`src/rtl/mc_pkg.sv`:
```
// Shared types and encodings for the multicycle RV32I control unit.
package mc_pkg;

  // Controller states; one per datapath step of the multicycle sequence.
  typedef enum logic [3:0] {
    S_FETCH,
    S_DECODE,
    S_MEMADR,
    S_MEMREAD,
    S_MEMWB,
    S_MEMWRITE,
    S_EXECR,
    S_EXECI,
    S_ALUWB,
    S_BEQ,
    S_JAL,
    S_TRAP
  } state_t;

  // Opcodes of the implemented instruction subset.
  localparam logic [6:0] OP_LW    = 7'b0000011;
  localparam logic [6:0] OP_SW    = 7'b0100011;
  localparam logic [6:0] OP_RTYPE = 7'b0110011;
  localparam logic [6:0] OP_ITYPE = 7'b0010011;
  localparam logic [6:0] OP_BEQ   = 7'b1100011;
  localparam logic [6:0] OP_JAL   = 7'b1101111;

  // ALU operation class handed to the ALU decoder.
  typedef enum logic [1:0] {
    ALUOP_ADD   = 2'b00,
    ALUOP_SUB   = 2'b01,
    ALUOP_FUNCT = 2'b10
  } aluop_t;

  // ALU operation codes seen by the ALU.
  localparam logic [2:0] ALU_ADD = 3'b000;
  localparam logic [2:0] ALU_SUB = 3'b001;
  localparam logic [2:0] ALU_AND = 3'b010;
  localparam logic [2:0] ALU_OR  = 3'b011;
  localparam logic [2:0] ALU_SLT = 3'b101;

  // Result multiplexer select.
  localparam logic [1:0] RES_ALUOUT    = 2'b00;
  localparam logic [1:0] RES_DATA      = 2'b01;
  localparam logic [1:0] RES_ALURESULT = 2'b10;

  // ALU operand A select.
  localparam logic [1:0] SRCA_PC    = 2'b00;
  localparam logic [1:0] SRCA_OLDPC = 2'b01;
  localparam logic [1:0] SRCA_A     = 2'b10;

  // ALU operand B select.
  localparam logic [1:0] SRCB_WDATA = 2'b00;
  localparam logic [1:0] SRCB_IMM   = 2'b01;
  localparam logic [1:0] SRCB_FOUR  = 2'b10;

  // Immediate format select shared with the extend unit.
  localparam logic [1:0] IMM_I = 2'b00;
  localparam logic [1:0] IMM_S = 2'b01;
  localparam logic [1:0] IMM_B = 2'b10;
  localparam logic [1:0] IMM_J = 2'b11;

  // Immediate format implied by the opcode; unknown opcodes fall back to I.
  function automatic logic [1:0] imm_src_of(input logic [6:0] op);
    logic [1:0] imm;
    case (op)
      OP_SW:   imm = IMM_S;
      OP_BEQ:  imm = IMM_B;
      OP_JAL:  imm = IMM_J;
      default: imm = IMM_I;
    endcase
    return imm;
  endfunction

endpackage

```
`src/rtl/aludec.sv`:
```
// ALU decoder: maps the ALU operation class and instruction fields to an ALU code.
module aludec
  import mc_pkg::*;
(
  input  aluop_t      alu_op,
  input  logic        op5,
  input  logic [2:0]  funct3,
  input  logic        funct7b5,
  output logic [2:0]  alu_control
);

  // Pick the ALU operation; only R-type (op5=1) with funct7b5 turns add into sub.
  always_comb begin
    alu_control = ALU_ADD;
    case (alu_op)
      ALUOP_ADD: alu_control = ALU_ADD;
      ALUOP_SUB: alu_control = ALU_SUB;
      ALUOP_FUNCT: begin
        case (funct3)
          3'b000:  alu_control = (funct7b5 && op5) ? ALU_SUB : ALU_ADD;
          3'b010:  alu_control = ALU_SLT;
          3'b110:  alu_control = ALU_OR;
          3'b111:  alu_control = ALU_AND;
          default: alu_control = ALU_ADD;
        endcase
      end
      default: alu_control = ALU_ADD;
    endcase
  end

endmodule

```
`src/rtl/mc_controller.sv`:
```
// Multicycle control unit: Moore FSM sequencing a shared-memory RV32I datapath,
// with a ready handshake on memory, a sticky illegal-opcode trap and a
// retired-instruction counter.
module mc_controller
  import mc_pkg::*;
#(
  parameter int CNT_W = 32
) (
  input  logic             clk,
  input  logic             reset,
  input  logic [6:0]       op,
  input  logic [2:0]       funct3,
  input  logic             funct7b5,
  input  logic             Zero,
  input  logic             MemReady,
  output logic             MemReq,
  output logic             MemWrite,
  output logic             AdrSrc,
  output logic             IRWrite,
  output logic             PCWrite,
  output logic             RegWrite,
  output logic [1:0]       ResultSrc,
  output logic [1:0]       ALUSrcA,
  output logic [1:0]       ALUSrcB,
  output logic [1:0]       ImmSrc,
  output logic [2:0]       ALUControl,
  output logic             Trap,
  output logic [CNT_W-1:0] InstrCount
);

  state_t           state_q, state_d;
  logic             trap_q, trap_d;
  logic [CNT_W-1:0] instr_count_q, instr_count_d;
  logic             retire;
  aluop_t           alu_op;

  // State, trap flag and counter registers; reset is asynchronous and active low.
  always_ff @(posedge clk or negedge reset) begin
    if (!reset) begin
      state_q       <= S_FETCH;
      trap_q        <= 1'b0;
      instr_count_q <= '0;
    end else begin
      state_q       <= state_d;
      trap_q        <= trap_d;
      instr_count_q <= instr_count_d;
    end
  end

  // Next-state selection; memory states hold until the access completes.
  always_comb begin
    state_d = state_q;
    case (state_q)
      S_FETCH:    if (MemReady) state_d = S_DECODE;
      S_DECODE: begin
        case (op)
          OP_LW, OP_SW: state_d = S_MEMADR;
          OP_RTYPE:     state_d = S_EXECR;
          OP_ITYPE:     state_d = S_EXECI;
          OP_BEQ:       state_d = S_BEQ;
          OP_JAL:       state_d = S_JAL;
          default:      state_d = S_TRAP;
        endcase
      end
      S_MEMADR:   state_d = (op == OP_LW) ? S_MEMREAD : S_MEMWRITE;
      S_MEMREAD:  if (MemReady) state_d = S_MEMWB;
      S_MEMWRITE: if (MemReady) state_d = S_FETCH;
      S_EXECR:    state_d = S_ALUWB;
      S_EXECI:    state_d = S_ALUWB;
      S_JAL:      state_d = S_ALUWB;
      S_MEMWB:    state_d = S_FETCH;
      S_ALUWB:    state_d = S_FETCH;
      S_BEQ:      state_d = S_FETCH;
      S_TRAP:     state_d = S_TRAP;
      default:    state_d = S_FETCH;
    endcase
  end

  // An instruction retires on the last cycle of its sequence; a store only
  // retires once memory accepts the write.
  always_comb begin
    retire = 1'b0;
    case (state_q)
      S_MEMWB, S_ALUWB, S_BEQ: retire = 1'b1;
      S_MEMWRITE:              retire = MemReady;
      default:                 retire = 1'b0;
    endcase
    instr_count_d = retire ? (instr_count_q + CNT_W'(1)) : instr_count_q;
    trap_d        = trap_q | (state_d == S_TRAP);
  end

  // Moore output decode; FETCH write enables and BEQ PC write are gated by
  // the handshake and zero flag so PC and IR load exactly once.
  always_comb begin
    MemReq    = 1'b0;
    MemWrite  = 1'b0;
    AdrSrc    = 1'b0;
    IRWrite   = 1'b0;
    PCWrite   = 1'b0;
    RegWrite  = 1'b0;
    ResultSrc = RES_ALUOUT;
    ALUSrcA   = SRCA_PC;
    ALUSrcB   = SRCB_WDATA;
    alu_op    = ALUOP_ADD;
    case (state_q)
      S_FETCH: begin
        MemReq    = 1'b1;
        ALUSrcB   = SRCB_FOUR;
        ResultSrc = RES_ALURESULT;
        IRWrite   = MemReady;
        PCWrite   = MemReady;
      end
      S_DECODE: begin
        ALUSrcA = SRCA_OLDPC;
        ALUSrcB = SRCB_IMM;
      end
      S_MEMADR: begin
        ALUSrcA = SRCA_A;
        ALUSrcB = SRCB_IMM;
      end
      S_MEMREAD: begin
        MemReq = 1'b1;
        AdrSrc = 1'b1;
      end
      S_MEMWRITE: begin
        MemReq   = 1'b1;
        MemWrite = 1'b1;
        AdrSrc   = 1'b1;
      end
      S_MEMWB: begin
        ResultSrc = RES_DATA;
        RegWrite  = 1'b1;
      end
      S_EXECR: begin
        ALUSrcA = SRCA_A;
        ALUSrcB = SRCB_WDATA;
        alu_op  = ALUOP_FUNCT;
      end
      S_EXECI: begin
        ALUSrcA = SRCA_A;
        ALUSrcB = SRCB_IMM;
        alu_op  = ALUOP_FUNCT;
      end
      S_ALUWB: begin
        ResultSrc = RES_ALUOUT;
        RegWrite  = 1'b1;
      end
      S_BEQ: begin
        ALUSrcA   = SRCA_A;
        ALUSrcB   = SRCB_WDATA;
        alu_op    = ALUOP_SUB;
        ResultSrc = RES_ALUOUT;
        PCWrite   = Zero;
      end
      S_JAL: begin
        ALUSrcA   = SRCA_OLDPC;
        ALUSrcB   = SRCB_FOUR;
        ResultSrc = RES_ALUOUT;
        PCWrite   = 1'b1;
      end
      default: ;
    endcase
  end

  assign ImmSrc     = imm_src_of(op);
  assign Trap       = trap_q;
  assign InstrCount = instr_count_q;

  aludec u_aludec (
    .alu_op      (alu_op),
    .op5         (op[5]),
    .funct3      (funct3),
    .funct7b5    (funct7b5),
    .alu_control (ALUControl)
  );

endmodule

```
`config.mk`:
```
export PLATFORM = sky130hd
export DESIGN_NAME = mc_controller
export DESIGN_NICKNAME = d
export VERILOG_FILES = /design/src/rtl/mc_pkg.sv /design/src/rtl/aludec.sv /design/src/rtl/mc_controller.sv
export SDC_FILE = /design/constraint.sdc
export NUM_CORES = 1
export LEC_CHECK = 0
export ABC_AREA = 1
export CORE_UTILIZATION = 50
export CTS_BUF_LIST = sky130_fd_sc_hd__clkbuf_8
export CTS_CLUSTER_SIZE = 16
export DETAILED_ROUTE_END_ITERATION = 16
export PLACE_DENSITY = 0.81
export RECOVER_POWER = 50
export SYNTH_ARGS = -nofsm -noshare
export SYNTH_HDL_FRONTEND = slang
export SYNTH_SLANG_ARGS = --single-unit
```
`constraint.sdc`:
```
create_clock -name clk -period 2.42 [get_ports clk]
set_clock_uncertainty 0.2 [all_clocks]
set_input_delay 0.484 -clock clk [delete_from_list [all_inputs] [get_ports clk]]
set_output_delay 0.484 -clock clk [all_outputs]
set_load 0.005 [all_outputs]
```
# == Word-level counts from Yosys, hierarchy flattened ==
# Index checks and enable logic that the tools add are counted.
# totals
regBits,37
out_inout_bits,50
elab_cells,63
# classes
addsub,1
n_eq_ne,23
muxes,21
n_bitwise,1
reduce_logical,14
# op_table
operator,n
$add A32 B1 Y32 const B,1
$pmux W4 S7,1
$eq A4 B4 Y1 const B,5
$pmux W4 S5,1
$eq A4 B3 Y1 const B,4
$pmux W2 S2,4
$eq A7 B6 Y1 const B,2
$eq A7 B7 Y1 const B,2
$mux W4,3
$pmux W3 S4,1
$reduce_or A2 Y1,6
$reduce_or A3 Y1,4
$eq A4 B2 Y1 const B,2
$eq A7 B2 Y1 const B,1
$eq A7 B5 Y1 const B,1
$eq A3 B3 Y1 const B,2
$mux W1,6
$pmux W2 S3,1
$pmux W3 S2,1
$eq A4 B1 Y1 const B,1
$logic_not A4 Y1,1
$reduce_or A4 Y1,1
$eq A3 B2 Y1 const B,1
$logic_not A3 Y1,1
7 further kinds,7

# == Depth between registers and ports, before layout ==
# Gate-level depths: netlist of run 1.
# depth
ltp_word,6
depth_mapped,11
mapped_depth_nobuf,10

# == Modules after synthesis ==
# A second synthesis of run 1 with hierarchy kept.
# unflattened
hier_cells,427
hier_area_um2,2648.8
# by_module_without_submodules
mod,instances,cells_per_inst,area_per_inst_um2,seq_area_each_um2
mc_controller,1,410,2557.5,925.9
aludec,1,17,91.3,0.0

# == Least setup slack after synthesis of run 1 ==
# No wires, ideal clock.
# synth_timing
path_kind,register -> output
startpoint,reg state_q[1]
endpoint,out ALUControl[0]
t_arrival_ns,1.415
setup_slack_ns,0.321
path_stages_with_launch,8
path_cell_list,dfrtp_1 > buf_6 > nor2_2 > nand2_2 > ha_1 > nor2_1 > nand2_1 > o221ai_1
# synth_between
elab_chain_cells,5
elab_cells_between_ends,8
# synth_lines
element,line,source
start: declaration,mc_controller.sv:31,"state_t state_q, state_d;"
start signal: assignment,mc_controller.sv:44,state_q <= state_d;
$eq A4 B3 Y1,mc_controller.sv:105,case (state_q)
$reduce_or A2 Y1 (no source line),-,
$pmux W2 S2 (*),mc_controller.sv:105,
$eq A2 B2 Y1 or $eq A2 B1 Y1 (tied branches),aludec.sv:15,case (alu_op)
$pmux W3 S2 (*),aludec.sv:15,
end: declaration,mc_controller.sv:26,"output logic [2:0] ALUControl,"
# Mark *: on every way between the ends. The rest lies on a longest branch, timed or not.

# == Worst setup path after layout of run 1 ==
# layout_timing
startpoint,reg state_q[0]
endpoint,out ALUControl[0]
# Same word-level chain as after synthesis.

==> results of run 1 <==
-- cell families (layout without fill, tap and decap cells) --
group           count (synthesis)  in the layout  share of synthesized area
compound gates                 11             11                     0.0233
buf+inv                        49            140                     0.0803
simple gates                  309            309                      0.491
fa+ha+maj                       3              3                     0.0143
xor+xnor                       12             12                     0.0399
flops                          37             37                      0.352
-- power breakdown --
| group | leakage (nW) | switching, W | total, W | internal [W] |
|---|---|---|---|---|
| Clock | 0.0399 | 0.000220 | 0.000410 | 0.000190 |
| Sequential | 0.479 | 0.0000833 | 0.000778 | 0.000695 |
| Combinational | 1.27 | 0.000847 | 0.00151 | 0.000662 |
-- layout by cell type (no fill, tap or decap), types with 5 or more instances in the layout --
master and n:
sky130_fd_sc_hd__buf_4 19, sky130_fd_sc_hd__clkbuf_8 5, sky130_fd_sc_hd__clkdlybuf4s50_1 50, sky130_fd_sc_hd__dfrtp_1 37
sky130_fd_sc_hd__dlygate4sd2_1 7, sky130_fd_sc_hd__inv_1 38, sky130_fd_sc_hd__inv_2 6, sky130_fd_sc_hd__nand2_1 185
sky130_fd_sc_hd__nand2_2 6, sky130_fd_sc_hd__nand3_1 17, sky130_fd_sc_hd__nand3b_1 14, sky130_fd_sc_hd__nor2_1 63
sky130_fd_sc_hd__nor2_2 5, sky130_fd_sc_hd__nor2_4 7, sky130_fd_sc_hd__o21ai_0 7, sky130_fd_sc_hd__xnor2_1 6
sky130_fd_sc_hd__xor2_1 6
-- cell usage after synthesis (4+ instances only) --
| cell | count | area share |
|---|---|---|
| sky130_fd_sc_hd__nand3_1 | 19 | 0.036 |
| sky130_fd_sc_hd__nand2_2 | 4 | 0.0095 |
| sky130_fd_sc_hd__nor2_1 | 71 | 0.10 |
| sky130_fd_sc_hd__dfrtp_1 | 37 | 0.35 |
| sky130_fd_sc_hd__nor3_1 | 4 | 0.0076 |
| sky130_fd_sc_hd__xnor2_1 | 6 | 0.020 |
| sky130_fd_sc_hd__nand2_1 | 189 | 0.27 |
| sky130_fd_sc_hd__nand3b_1 | 14 | 0.040 |
| sky130_fd_sc_hd__xor2_1 | 6 | 0.020 |
| sky130_fd_sc_hd__o21ai_0 | 7 | 0.013 |
| sky130_fd_sc_hd__inv_1 | 41 | 0.058 |
-- through the flow --
stage / cells / total power (W) / setup slack, ns / utilization
2_1_floorplan: 421 / 0.00152 / 0.321 / -
3_3_place_gp: 573 / 0.00210 / -0.132 / 0.686
3_5_place_dp: 573 / 0.00214 / -0.235 / 0.686
4_1_cts: 580 / 0.00264 / -0.0104 / 0.717
5_1_grt: 582 / 0.00288 / -0.0697 / 0.723
6_report: 582 / 0.00270 / 0.000942 / 0.723
-- routing by layer --
| layer | part of all wire | global-route usage | vias to the layer above |
|---|---|---|---|
| met3 | 0.059 | 0.0501 | 22 |
| met4 | 0.028 | 0.134 | 0 |
| li1 | - | - | 1477 |
| met1 | 0.41 | 0.345 | 1414 |
| met5 | 0 | 0 | - |
| met2 | 0.51 | 0.506 | 112 |
-- critical path: stages (launching register included) --
cell                       delay (ns)
sky130_fd_sc_hd__dfrtp_1         0.37
sky130_fd_sc_hd__inv_1           0.07
sky130_fd_sc_hd__nor2_2          0.17
sky130_fd_sc_hd__nand2_4         0.10
sky130_fd_sc_hd__ha_4            0.23
sky130_fd_sc_hd__nor2_4          0.10
sky130_fd_sc_hd__nand2_2         0.08
sky130_fd_sc_hd__o221ai_2        0.14
sky130_fd_sc_hd__buf_2           0.16
-- how the worst max path moves through the flow --
stage	endpoint	slack (ns)	depth (start not counted)
2_1_floorplan	ALUControl[0]	0.32	7
3_3_place_gp	ALUControl[0]	-0.13	9
3_5_place_dp	ALUControl[0]	-0.24	9
4_1_cts	ALUControl[1]	-0.01	9
5_1_grt	ALUControl[0]	-0.07	9
6_report	ALUControl[0]	0.0009	8
-- cell type report --
cell class,count,area (µm²)
multi-input cells,335,1600
fillers,443,1410
flip-flops and latches,37,926
repair buffers,90,822
inverters,44,165
well taps,70,87.6
clock buffers,5,68.8
clock inverters,1,5.00
-- registers in the layout (all words and copies together), names as in the netlist --
register	flops
state_q	4
InstrCount	32
Trap	1
-- repair_timing --
item,in CTS,in global routing
hold buffers,0,0
buffers inserted,1,2
endpoints found under the hold margin,0,0
endpoints found under the setup margin,16,7
pin swaps,3,4
resized for setup,42,10
==> metrics.txt, run 1 <==
# TYPE chip_impl_metric gauge
chip_impl_metric{name="path_max_fanout",unit=""} 4
chip_impl_metric{name="drc_errors",unit=""} 0
chip_impl_metric{name="synth_sequential_area_ratio",unit=""} 0.352
chip_impl_metric{name="antenna_found_initial",unit=""} 0
chip_impl_metric{name="numCtsBuffers",unit=""} 5
chip_impl_metric{name="clock_sinks",unit=""} 37
chip_impl_metric{name="totalWireLength",unit="µm"} 7530
chip_impl_metric{name="power-per-cell-area",unit="nW/µm²"} 735
chip_impl_metric{name="clock_tree.buffer_depth",unit=""} 2
chip_impl_info{name="hold_path.class",value="input pin to async pin"} 1
chip_impl_metric{name="placed_area",unit="µm²"} 3480
chip_impl_info{name="setup.worst_path.class",value="flop to output port"} 1
chip_impl_info{name="timing.rr.end",value="InstrCount[4]"} 1
chip_impl_metric{name="tightest_slew",unit="ns"} 0.913
chip_impl_metric{name="fmax",unit="GHz"} 0.413
chip_impl_metric{name="fin_nets",unit=""} 531
chip_impl_info{name="worst_setup_path_start_kind",value="flop"} 1
chip_impl_metric{name="totalNegativeSetupSlack",unit="ns"} 0
chip_impl_info{name="setup_repair_after_global_routing_missed_its_margin",value="true"} 1
chip_impl_metric{name="syn2layout_area_growth",unit="%"} 39.3
chip_impl_metric{name="ys_seq_elements",unit=""} 37
chip_impl_info{name="crit_path_start",value="state_q[0]"} 1
chip_impl_metric{name="hold_viol_final",unit=""} 0
chip_impl_metric{name="min_period_over_period",unit=""} 1.00
chip_impl_metric{name="i_o_pin_count",unit=""} 65
chip_impl_info{name="synth_ff_type",value="sky130_fd_sc_hd__dfrtp_1"} 1
chip_impl_info{name="outcome",value="finished clean"} 1
chip_impl_metric{name="required",unit="ns"} 1.74
chip_impl_metric{name="design.core.area",unit="µm²"} 5070
chip_impl_metric{name="routabilityCongestion",unit=""} 0.933
chip_impl_info{name="timing.critical_path.to_type",value="output port"} 1
chip_impl_metric{name="first_global_vias",unit=""} 2847
chip_impl_info{name="clock-root-buffer",value="sky130_fd_sc_hd__clkbuf_8"} 1
chip_impl_metric{name="dr_iter_0_viols",unit=""} 164
chip_impl_metric{name="synth_async_sr_flop_share",unit=""} 1.00
chip_impl_metric{name="die-width",unit="µm"} 74.6
chip_impl_metric{name="layout.cell_area.non_filler",unit="µm²"} 3670
chip_impl_metric{name="syn_inst",unit=""} 421
chip_impl_metric{name="slew_headroom",unit=""} 0.391
chip_impl_metric{name="die-area",unit="µm²"} 5560
chip_impl_metric{name="hold_ws",unit="ns"} 0.110
chip_impl_metric{name="first_pass_iters",unit=""} 4
chip_impl_metric{name="fin_crit",unit="ns"} 2.42
chip_impl_metric{name="place.port_buffers",unit=""} 64
chip_impl_metric{name="r2r_setup_slk",unit="ns"} 0.09
chip_impl_info{name="cts_tree",value="yes"} 1
chip_impl_metric{name="clk_transition_reported_paths",unit="ns"} 0.07
chip_impl_info{name="critical_path.reg2reg.startpoint",value="state_q[1]"} 1
chip_impl_metric{name="slew_violations",unit=""} 0
chip_impl_metric{name="rows",unit=""} 26
chip_impl_metric{name="cp.arrival",unit="ns"} 1.74
chip_impl_metric{name="start_util",unit=""} 0.519
chip_impl_metric{name="mappedNetlistNets",unit=""} 439
chip_impl_metric{name="ir_drop",unit="µV"} 513
chip_impl_metric{name="postRouteAntennaNets",unit=""} 0
chip_impl_metric{name="die_h",unit="µm"} 74.6
chip_impl_metric{name="clk_latency",unit="ns"} 0.30
chip_impl_metric{name="detailroute.via_count",unit=""} 3025
chip_impl_metric{name="grt_usage",unit=""} 0.289
chip_impl_metric{name="synth_area",unit="µm²"} 2630
chip_impl_metric{name="cap_viol_max_count",unit=""} 0
chip_impl_metric{name="post_route_cells_drive_above_1_share",unit=""} 0.129
chip_impl_metric{name="worstRegToRegCells",unit=""} 9
chip_impl_metric{name="syn_avg_cell_area",unit="µm²"} 6.26
chip_impl_metric{name="grt_max_degree",unit=""} 38
chip_impl_metric{name="dp_hpwl",unit="µm"} 5600
chip_impl_metric{name="cellLeakagePower",unit="nW"} 1.79
chip_impl_metric{name="h-tree-depth",unit=""} 2
chip_impl_metric{name="synth.lib_cells_used.distinct",unit=""} 24
chip_impl_metric{name="total_grt_overflow",unit=""} 0
chip_impl_metric{name="setup-violations-final",unit=""} 0
chip_impl_metric{name="synth-edff-count",unit=""} 0
chip_impl_metric{name="grt_first_pass_wirelength",unit="µm"} 12300
chip_impl_metric{name="route.detailed.vias_per_inst",unit=""} 5.20
chip_impl_metric{name="num_antenna_cells",unit=""} 0
chip_impl_metric{name="yosys_warnings",unit=""} 0
chip_impl_metric{name="post_drt_wl_per_cell",unit="µm"} 12.9
(Power assumes the default switching activity.)
==> inputs of run 2 (changes only) <==
SLEW_MARGIN = 20   (was default)
==> results of run 2 <==
No change in the layout: final DEF, timing and power equal those of run 1.
